--- config.mk ---
export PLATFORM = sky130hd
export DESIGN_NAME = uart_digit_rx
export DESIGN_NICKNAME = d
export VERILOG_FILES = /design/src/rtl/uart_pkg.sv /design/src/rtl/uart_baud_tick.sv /design/src/rtl/uart_digit_rx.sv
export SDC_FILE = /design/constraint.sdc
export NUM_CORES = 1
export LEC_CHECK = 0
export CORE_ASPECT_RATIO = 1.5
export CORE_MARGIN = 2
export CORE_UTILIZATION = 56
export DETAILED_ROUTE_END_ITERATION = 12
export GPL_ROUTABILITY_DRIVEN = 0
export PLACE_DENSITY = 0.76
export SKIP_LAST_GASP = 1
export SYNTH_ARGS = -nofsm -noshare
export SYNTH_HDL_FRONTEND = slang
export SYNTH_HIERARCHICAL = 1
export SYNTH_SLANG_ARGS = --single-unit
export TNS_END_PERCENT = 10
--- constraint.sdc ---
create_clock -name clk -period 2.4 [get_ports clk]
set_input_delay 0.72 -clock clk [delete_from_list [all_inputs] [get_ports clk]]
set_output_delay 0.72 -clock clk [all_outputs]
set_load 0.05 [all_outputs]
--- src/rtl/uart_pkg.sv ---
// Shared UART definitions: receiver FSM states, ASCII constants and the
// oversampling divisor helper used by both the transmit and receive paths.
package uart_pkg;

    typedef enum logic [2:0] {
        IDLE  = 3'd0,
        START = 3'd1,
        DATA  = 3'd2,
        STOP  = 3'd3,
        BREAK = 3'd4
    } uart_state_e;

    localparam logic [7:0] ASCII_0  = 8'h30;
    localparam logic [7:0] ASCII_9  = 8'h39;
    localparam logic [7:0] ASCII_CR = 8'h0D;

    // Clock cycles per oversample tick, truncated.
    function automatic int unsigned baud_div(input int unsigned clk_hz,
                                             input int unsigned baud,
                                             input int unsigned oversample);
        return clk_hz / (baud * oversample);
    endfunction

    function automatic logic is_digit(input logic [7:0] b);
        return (b >= ASCII_0) && (b <= ASCII_9);
    endfunction

endpackage

--- src/rtl/uart_baud_tick.sv ---
// Free-running 0..DIV-1 counter producing a one-cycle tick at DIV-1.
// Held at zero while disabled so every enabled run starts phase-aligned.
module uart_baud_tick #(
    parameter int unsigned DIV = 651
) (
    input  logic clk,
    input  logic rst,
    input  logic en_i,
    output logic tick_o
);

    localparam int unsigned CNT_W = (DIV > 1) ? $clog2(DIV) : 1;
    localparam logic [CNT_W-1:0] CNT_LAST = CNT_W'(DIV - 1);

    logic [CNT_W-1:0] cnt_q;

    always_ff @(posedge clk or posedge rst) begin
        if (rst) begin
            cnt_q <= '0;
        end else if (!en_i) begin
            cnt_q <= '0;
        end else if (cnt_q == CNT_LAST) begin
            cnt_q <= '0;
        end else begin
            cnt_q <= cnt_q + CNT_W'(1);
        end
    end

    assign tick_o = en_i && (cnt_q == CNT_LAST);

endmodule

--- src/rtl/uart_digit_rx.sv ---
// 8N1 oversampling receiver that keeps ASCII '0'-'9' bytes in a four-slot
// digit register for the far-end seven-segment display.
module uart_digit_rx
    import uart_pkg::*;
#(
    parameter int unsigned CLK_HZ     = 100_000_000,
    parameter int unsigned BAUD       = 9600,
    parameter int unsigned OVERSAMPLE = 16
) (
    input  logic       clk,
    input  logic       rst,
    input  logic       rxd,
    input  logic       clear,
    output logic [7:0] byte_data,
    output logic       byte_valid,
    output logic       framing_err,
    output logic       non_digit,
    output logic [3:0] digit0,
    output logic [3:0] digit1,
    output logic [3:0] digit2,
    output logic [3:0] digit3,
    output logic       frame_done
);

    localparam int unsigned DIV    = baud_div(CLK_HZ, BAUD, OVERSAMPLE);
    localparam int unsigned TCNT_W = $clog2(OVERSAMPLE);
    localparam logic [TCNT_W-1:0] MID_TICK = TCNT_W'(OVERSAMPLE / 2 - 1);
    localparam logic [TCNT_W-1:0] BIT_TICK = TCNT_W'(OVERSAMPLE - 1);

    // Synchronizer resets to the idle line level so reset release is not a start edge.
    logic [1:0] sync_q;
    logic       rxd_s;

    always_ff @(posedge clk or posedge rst) begin
        if (rst) begin
            sync_q <= 2'b11;
        end else begin
            sync_q <= {sync_q[0], rxd};
        end
    end

    assign rxd_s = sync_q[1];

    uart_state_e       state_q;
    logic [TCNT_W-1:0] tcnt_q;
    logic [2:0]        bit_idx_q;
    logic [7:0]        shift_q;
    logic [7:0]        byte_data_q;
    logic              byte_valid_q;
    logic              framing_err_q;
    logic              tick;

    uart_baud_tick #(
        .DIV (DIV)
    ) u_baud_tick (
        .clk    (clk),
        .rst    (rst),
        .en_i   (state_q != IDLE),
        .tick_o (tick)
    );

    // NOTE: every register below is assigned with <= so all state advances
    // together on the edge; blocking here would let later lines see new values.
    always_ff @(posedge clk or posedge rst) begin
        if (rst) begin
            state_q       <= IDLE;
            tcnt_q        <= '0;
            bit_idx_q     <= '0;
            shift_q       <= '0;
            byte_data_q   <= '0;
            byte_valid_q  <= 1'b0;
            framing_err_q <= 1'b0;
        end else begin
            byte_valid_q  <= 1'b0;
            framing_err_q <= 1'b0;
            case (state_q)
                IDLE: begin
                    tcnt_q <= '0;
                    if (!rxd_s) begin
                        state_q <= START;
                    end
                end
                START: begin
                    if (tick) begin
                        if (tcnt_q == MID_TICK) begin
                            tcnt_q    <= '0;
                            bit_idx_q <= '0;
                            state_q   <= rxd_s ? IDLE : DATA;
                        end else begin
                            tcnt_q <= tcnt_q + TCNT_W'(1);
                        end
                    end
                end
                DATA: begin
                    if (tick) begin
                        if (tcnt_q == BIT_TICK) begin
                            tcnt_q  <= '0;
                            shift_q <= {rxd_s, shift_q[7:1]};
                            if (bit_idx_q == 3'd7) begin
                                state_q <= STOP;
                            end else begin
                                bit_idx_q <= bit_idx_q + 3'd1;
                            end
                        end else begin
                            tcnt_q <= tcnt_q + TCNT_W'(1);
                        end
                    end
                end
                STOP: begin
                    if (tick) begin
                        if (tcnt_q == BIT_TICK) begin
                            tcnt_q <= '0;
                            if (rxd_s) begin
                                byte_data_q  <= shift_q;
                                byte_valid_q <= 1'b1;
                                state_q      <= IDLE;
                            end else begin
                                framing_err_q <= 1'b1;
                                state_q       <= BREAK;
                            end
                        end else begin
                            tcnt_q <= tcnt_q + TCNT_W'(1);
                        end
                    end
                end
                BREAK: begin
                    tcnt_q <= '0;
                    if (rxd_s) begin
                        state_q <= IDLE;
                    end
                end
                default: begin
                    tcnt_q  <= '0;
                    state_q <= IDLE;
                end
            endcase
        end
    end

    logic [3:0][3:0] digits_q, digits_d;
    logic [1:0]      wr_ptr_q, wr_ptr_d;
    logic            frame_done_q, frame_done_d;
    logic            non_digit_q, non_digit_d;

    // NOTE: every output of this block gets a default first, otherwise paths
    // that skip an assignment would infer latches.
    always_comb begin
        digits_d     = digits_q;
        wr_ptr_d     = wr_ptr_q;
        frame_done_d = 1'b0;
        non_digit_d  = 1'b0;
        if (clear) begin
            digits_d = '0;
            wr_ptr_d = '0;
        end else if (byte_valid_q) begin
            if (is_digit(byte_data_q)) begin
                digits_d[wr_ptr_q] = byte_data_q[3:0];
                wr_ptr_d           = wr_ptr_q + 2'd1;
                frame_done_d       = (wr_ptr_q == 2'd3);
            end else if (byte_data_q == ASCII_CR) begin
                wr_ptr_d = '0;
            end else begin
                non_digit_d = 1'b1;
            end
        end
    end

    // NOTE: the digit register is reset explicitly so the display comes up
    // blank; it is flop storage, not a RAM, so the reset costs nothing odd.
    always_ff @(posedge clk or posedge rst) begin
        if (rst) begin
            digits_q     <= '0;
            wr_ptr_q     <= '0;
            frame_done_q <= 1'b0;
            non_digit_q  <= 1'b0;
        end else begin
            digits_q     <= digits_d;
            wr_ptr_q     <= wr_ptr_d;
            frame_done_q <= frame_done_d;
            non_digit_q  <= non_digit_d;
        end
    end

    assign byte_data   = byte_data_q;
    assign byte_valid  = byte_valid_q;
    assign framing_err = framing_err_q;
    assign non_digit   = non_digit_q;
    assign frame_done  = frame_done_q;
    assign digit0      = digits_q[0];
    assign digit1      = digits_q[1];
    assign digit2      = digits_q[2];
    assign digit3      = digits_q[3];

endmodule

# After elaboration in Yosys (flattened, before gate mapping)

Index checks and enable logic that the tools add are counted.
Widths: inputs -> output; s select.

Flip-flop bits (word level): 60
Word-level logic and storage cells: 112

Add/subtract/negate cells: 4
Magnitude comparators: 4
Equality and inequality tests: 21
Multiplexer cells: 50
Reductions and logical operators: 17

Operators by type and width:

| cell                  | count |
|---|---|
| $mux 16               | 3 |
| $mux 3                | 15 |
| $mux 10               | 2 |
| $mux 4                | 5 |
| $ne 2x2->1 const B    | 10 |
| $bwmux 16             | 1 |
| $mux 1                | 15 |
| $pmux 3 s5            | 1 |
| $add 10x1->10 const B | 1 |
| $eq 10x10->1 const B  | 1 |
| $mux 2                | 5 |
| $reduce_and 9->1      | 1 |
| $demux 4 s2           | 1 |
| $eq 8x4->1 const B    | 1 |
| $ge 8x6->1 const B    | 1 |
| $le 8x6->1 const B    | 1 |
| $pmux 4 s2            | 1 |
| $eq 3x2->1 const B    | 2 |
| $eq 3x3->1 const B    | 2 |
| $pmux 3 s2            | 1 |
| $reduce_and 2->1      | 3 |
| $reduce_and 6->1      | 1 |
| $reduce_bool 2->1     | 3 |
| $reduce_bool 3->1     | 2 |
| 15 further kinds      | 17 |

# Longest topological paths before layout

Word-level depth: 8
Gate-level depth with buffers: 9
Gate-level depth less buffers: 8

# Hierarchy

Netlist, hierarchy kept.

Modules (own cells, without submodules):

| module         | instances | cells an instance | area each (µm²) |
|---|---|---|---|
| uart_digit_rx  | 1         | 196               | 2,314.7 |
| uart_baud_tick | 1         | 52                | 524.3 |

# Worst setup path after synthesis

No wires, ideal clock.

Path type: register to register
Start: register state_q[2]
End: register byte_data_q[7] (netlist: byte_data[7])
Setup time: 0.128 ns
Data arrival time: 2.085 ns
Data required time: 2.272 ns
Slack: 0.187 ns
Cell stages (with the launch flop): 10
Path buffers: 2
Period minus slack after synthesis: 2.213 ns
Cell sequence: dfrtp_1 > clkbuf_1 > or3_1 > inv_1 > nor4_1 > buf_2 > nand4_4 > nor3_2 > nand2_2 > mux2_1

Cells in the longest elaborated chain, start to end: 3

Ends and longest elaborated chain:

| what                              | line                 | RTL |
|---|---|---|
| start: declaration                | uart_digit_rx.sv:44  | `uart_state_e state_q;` |
| start signal: assignment          | uart_digit_rx.sv:88  | `state_q <= rxd_s ? IDLE : DATA;` |
| $reduce_bool 3->1                 | uart_digit_rx.sv:58  | `.en_i (state_q != IDLE),` |
| $logic_and 1x1->1                 | uart_baud_tick.sv:29 | `assign tick_o = en_i && (cnt_q == CNT_LAST);` |
| via tick                          | uart_digit_rx.sv:51  | `logic tick;` |
| $reduce_and 4->1 (no source line) | --                   |  |
| end signal: assignment            | uart_digit_rx.sv:114 | `byte_data_q <= shift_q;` |
| end: declaration                  | uart_digit_rx.sv:48  | `logic [7:0] byte_data_q;` |

The timed path passes the listed nets, and every way through them passes these cells.
A chain may end at the register's enable or synchronous reset.

# Worst setup path in the final report

Start: register byte_valid_q (netlist: byte_valid)
End: output byte_valid

RTL lines:

| what                     | line                 | RTL |
|---|---|---|
| start: declaration       | uart_digit_rx.sv:49  | `logic byte_valid_q;` |
| start signal: assignment | uart_digit_rx.sv:71  | `byte_valid_q <= 1'b0;` |
| start signal: assignment | uart_digit_rx.sv:74  | `byte_valid_q <= 1'b0;` |
| start signal: assignment | uart_digit_rx.sv:115 | `byte_valid_q <= 1'b1;` |
| end: declaration         | uart_digit_rx.sv:15  | `output logic byte_valid,` |

No word-level cell between the ends.

==> summary.md <==
| Metric | Value |
|---|---|
| Run status | completed |
| Post-Synth Adder-Cell Area | 3.97% |
| Setup Skew | 0.00478 ns |
| Ant. Diodes | 0 |
| CP Cell Sequence | clkdlybuf4s50_1 |
| Final non-filler cell total | 367 |
| CP max-delay cell | clkdlybuf4s50_1 |
| Worst-Margin Slew | 0.501 ns |
| Antenna violations before repair | 0 |
| Sequential fraction of the synthesis area | 53.0% |
| Critical Path Source Type | flop |
| Final hold vios | 0 |
| Largest net degree at the start of global routing | 30 |
| Peak VDD IR | 484 uV |
| DRT Pass-1 Iters | 4 |
| CTS Sinks | 60 |
| WP data required | 1.68 ns |
| Max_cap viols | 0 |
| WHS | 0.355 ns |
| Io pins | 32 |
| Tcrit/Tclk final | 96.7% |
| Pwr Total | 2.10 mW |
| Fin Setup TNS | 0 ns |
| Maximum clock path buffer count | 2 |
| First-pass GRT wire length | 9760 um |
| Area share of the largest cell type after synthesis | 51.1% |
| CP arrival | 1.60 ns |
| Crit path capture type | output port |
| Grt total ovfl | 0 |
| Fin util | 73.4% |
| DR vias/cell | 5.41 |
| DRT iter0 DRCs | 71 |
| Hold_buf cts | 0 |
| H-Tree Depth | 3 |
| Antenna Nets Post-Route | 0 |
| Overall Global Routing Usage | 22.2% |
| Tmin final | 2.32 ns |
| Max transition margin | 66.5% |
| Ranking of synthesized cells by area | dfrtp_1, mux2i_1, mux2_2 |
| Post-synth EDFFs | 0 |
| Leak | 1.78 nW |
| Commonest non-fill, non-tap cell in the layout | dfrtp_1 |
| Gate Count Post-Synth | 248 |
| Worst Slack Setup Final | 0.0783 ns |
| Simple-gate area share of the yosys netlist | 17.7% |
| Chip width | 62.1 um |
| Pins Over Slew Limit | 0 |
| Combinational family with the most area after synthesis | simple AND/OR/NAND/NOR gates |
| Most frequent cells in the layout | dfrtp_1, nor2_1, clkdlybuf4s50_1, mux2i_1, mux2_2 |
| Post-Place Setup Slack | 0.0708 ns |
| CTS tree | yes |
| Post-synth top area cell | dfrtp_1 |
| Port Buffer Count | 31 |
| CTS clk-pin slew, worst paths | 0.06 ns |
| Site Rows | 31 |
| Number of setup violations in the final report | 0 |
| FF-to-FF path depth | 7 |
| Initial Utilization | 58.6% |
| Hold-critical path depth | 0 |
| Die ar. | 0.00567 mm2 |
| Multiplexer area fraction after synthesis | 14.6% |
| Synth unique cells | 49 |
| Critical Path Stages | 1 |
| Area grow syn2layout | 25.3% |
| Core Area | 0.00485 mm2 |
| Critical Path Max Stage Delay | 0.83 ns |
| Cells after DPL | 351 |
| Ys async rst share | 100% |
| Layout cell share with drive strength beyond 1 | 20.9% |
| WL final | 5460 um |
| Syn Area/Cell | 11.4 um2 |
| Design Area, Final | 0.00356 mm2 |
| Synth Area in Compound Gates | 5.95% |
| Main synth FF type | dfrtp_1 |
| Critical path type | flop to output port |
| Crit Path Max Fanout | 7 |
| Detailed-route DRC error count | 0 |
| Hpwl dp | 3910 um |
| Clk Latency, worst-skew pair | 0.33 ns |
| Die Ht | 91.2 um |
| Number of global-route vias before repair | 2087 |
| Post-DP Area | 0.00330 mm2 |
| CP bufs+invs | 1 |
| Unrepaired setup endpoints after global routing | false |
| Seq cells post-synth | 60 |
| CTS Buf Count | 9 |
| Worst Hold Class | flop to flop |
| Post-synthesis xor/xnor area fraction | 1.54% |
| Synth Warn # | 6 |
| Post-synthesis cell area | 0.00284 mm2 |
| Root buf cell | clkbuf_8 |
| CP top delay family | buffers and inverters |
| Final nets | 309 |
| Power Dens Cells | 589 mW/mm2 |
| Post-detailed-route wirelength per cell | 14.9 um |
| Syn Nets | 261 |
| Maximum clock rate | 431 MHz |
| Via Count | 1985 |
==> synth_stat cells, types with 2 or more instances <==
library cell / n
a21oi_1: 8
a31oi_1: 3
and3_1: 2
buf_2: 4
clkbuf_1: 3
dfrtp_1: 58
dfstp_2: 2
ha_1: 9
inv_1: 13
mux2_2: 15
mux2i_1: 22
nand2_1: 10
nand2b_1: 4
nand3_1: 7
nand4_1: 6
nand4b_1: 2
nor2_1: 31
nor2b_1: 3
nor4_1: 2
o21ai_0: 7
o31ai_1: 2
or2_2: 2
or3_1: 3
or4_1: 2
xnor2_1: 2
xor2_1: 3
==> state kept, by name, indices dropped and copies added, names as in the netlist, 4 cells and up <==
signal	flops
u_baud_tick/cnt_q	10
byte_data	8
shift_q	8
digit0	4
digit1	4
digit2	4
digit3	4
tcnt_q	4
==> layout make-up <==
cell class                 count  area (um2)
clock buffer                  12         165
clock inverter                 4        70.1
fill                         342        1290
inverter                      13        48.8
multi-input combinational    167        1260
sequential                    60        1500
tap                           66        82.6
timing repair buffer          45         425
==> routing by layer <==
| layer | vias up | GRT usage (%) | wire [um] |
|---|---|---|---|
| met5 | - | 0 | 0 |
| li1 | 966 | - | - |
| met2 | 36 | 40.2 | 3100 |
| met3 | 10 | 5.08 | 176 |
| met1 | 973 | 24.8 | 2090 |
| met4 | 0 | 9.63 | 91 |
==> worst paths after layout <==
kind,startpoint,to,slack (ns)
max in group asynchronous,rst,sync_q[0],1.19
setup reg to reg,u_baud_tick/cnt_q[6],byte_data[7],0.14
hold reg to reg,sync_q[0],sync_q[1],0.36
hold / removal,sync_q[0],sync_q[1],0.36
setup / recovery,byte_valid,byte_valid,0.08
min in group asynchronous,rst,byte_data[5],0.68
==> report_power, final <==
group / internal (mW) / total, mW / switching, mW
Combinational: 0.0113 / 0.0372 / 0.0259
Clock: 0.666 / 1.04 / 0.376
Sequential: 1.01 / 1.02 / 0.00171
==> worst register-to-register path, stage by stage, from the launching register on <==
cell and delay [ns]:
dfrtp_1 0.44, or3b_1 0.47, nor4_2 0.19, buf_4 0.22, nand4_4 0.16, nor3_4 0.21, nand2_4 0.13, mux2_1 0.33
==> cell families after synthesis <==
group	count (synthesis)
AO/OA/AOI/OAI	26
XOR/XNOR	5
adder cells (fa/ha/maj)	9
buffers and inverters	21
flip-flops	60
multiplexers	39
AND/OR/NAND/NOR	88
==> what timing repair did <==
| item | CTS | global route |
|---|---|---|
| buffers inserted | 0 | 0 |
| gates resized for setup | 1 | 2 |
| pin swaps | 0 | 2 |
| endpoints found under the setup margin | 8 | 8 |
Note: power is estimated with default switching activity, not from simulation.
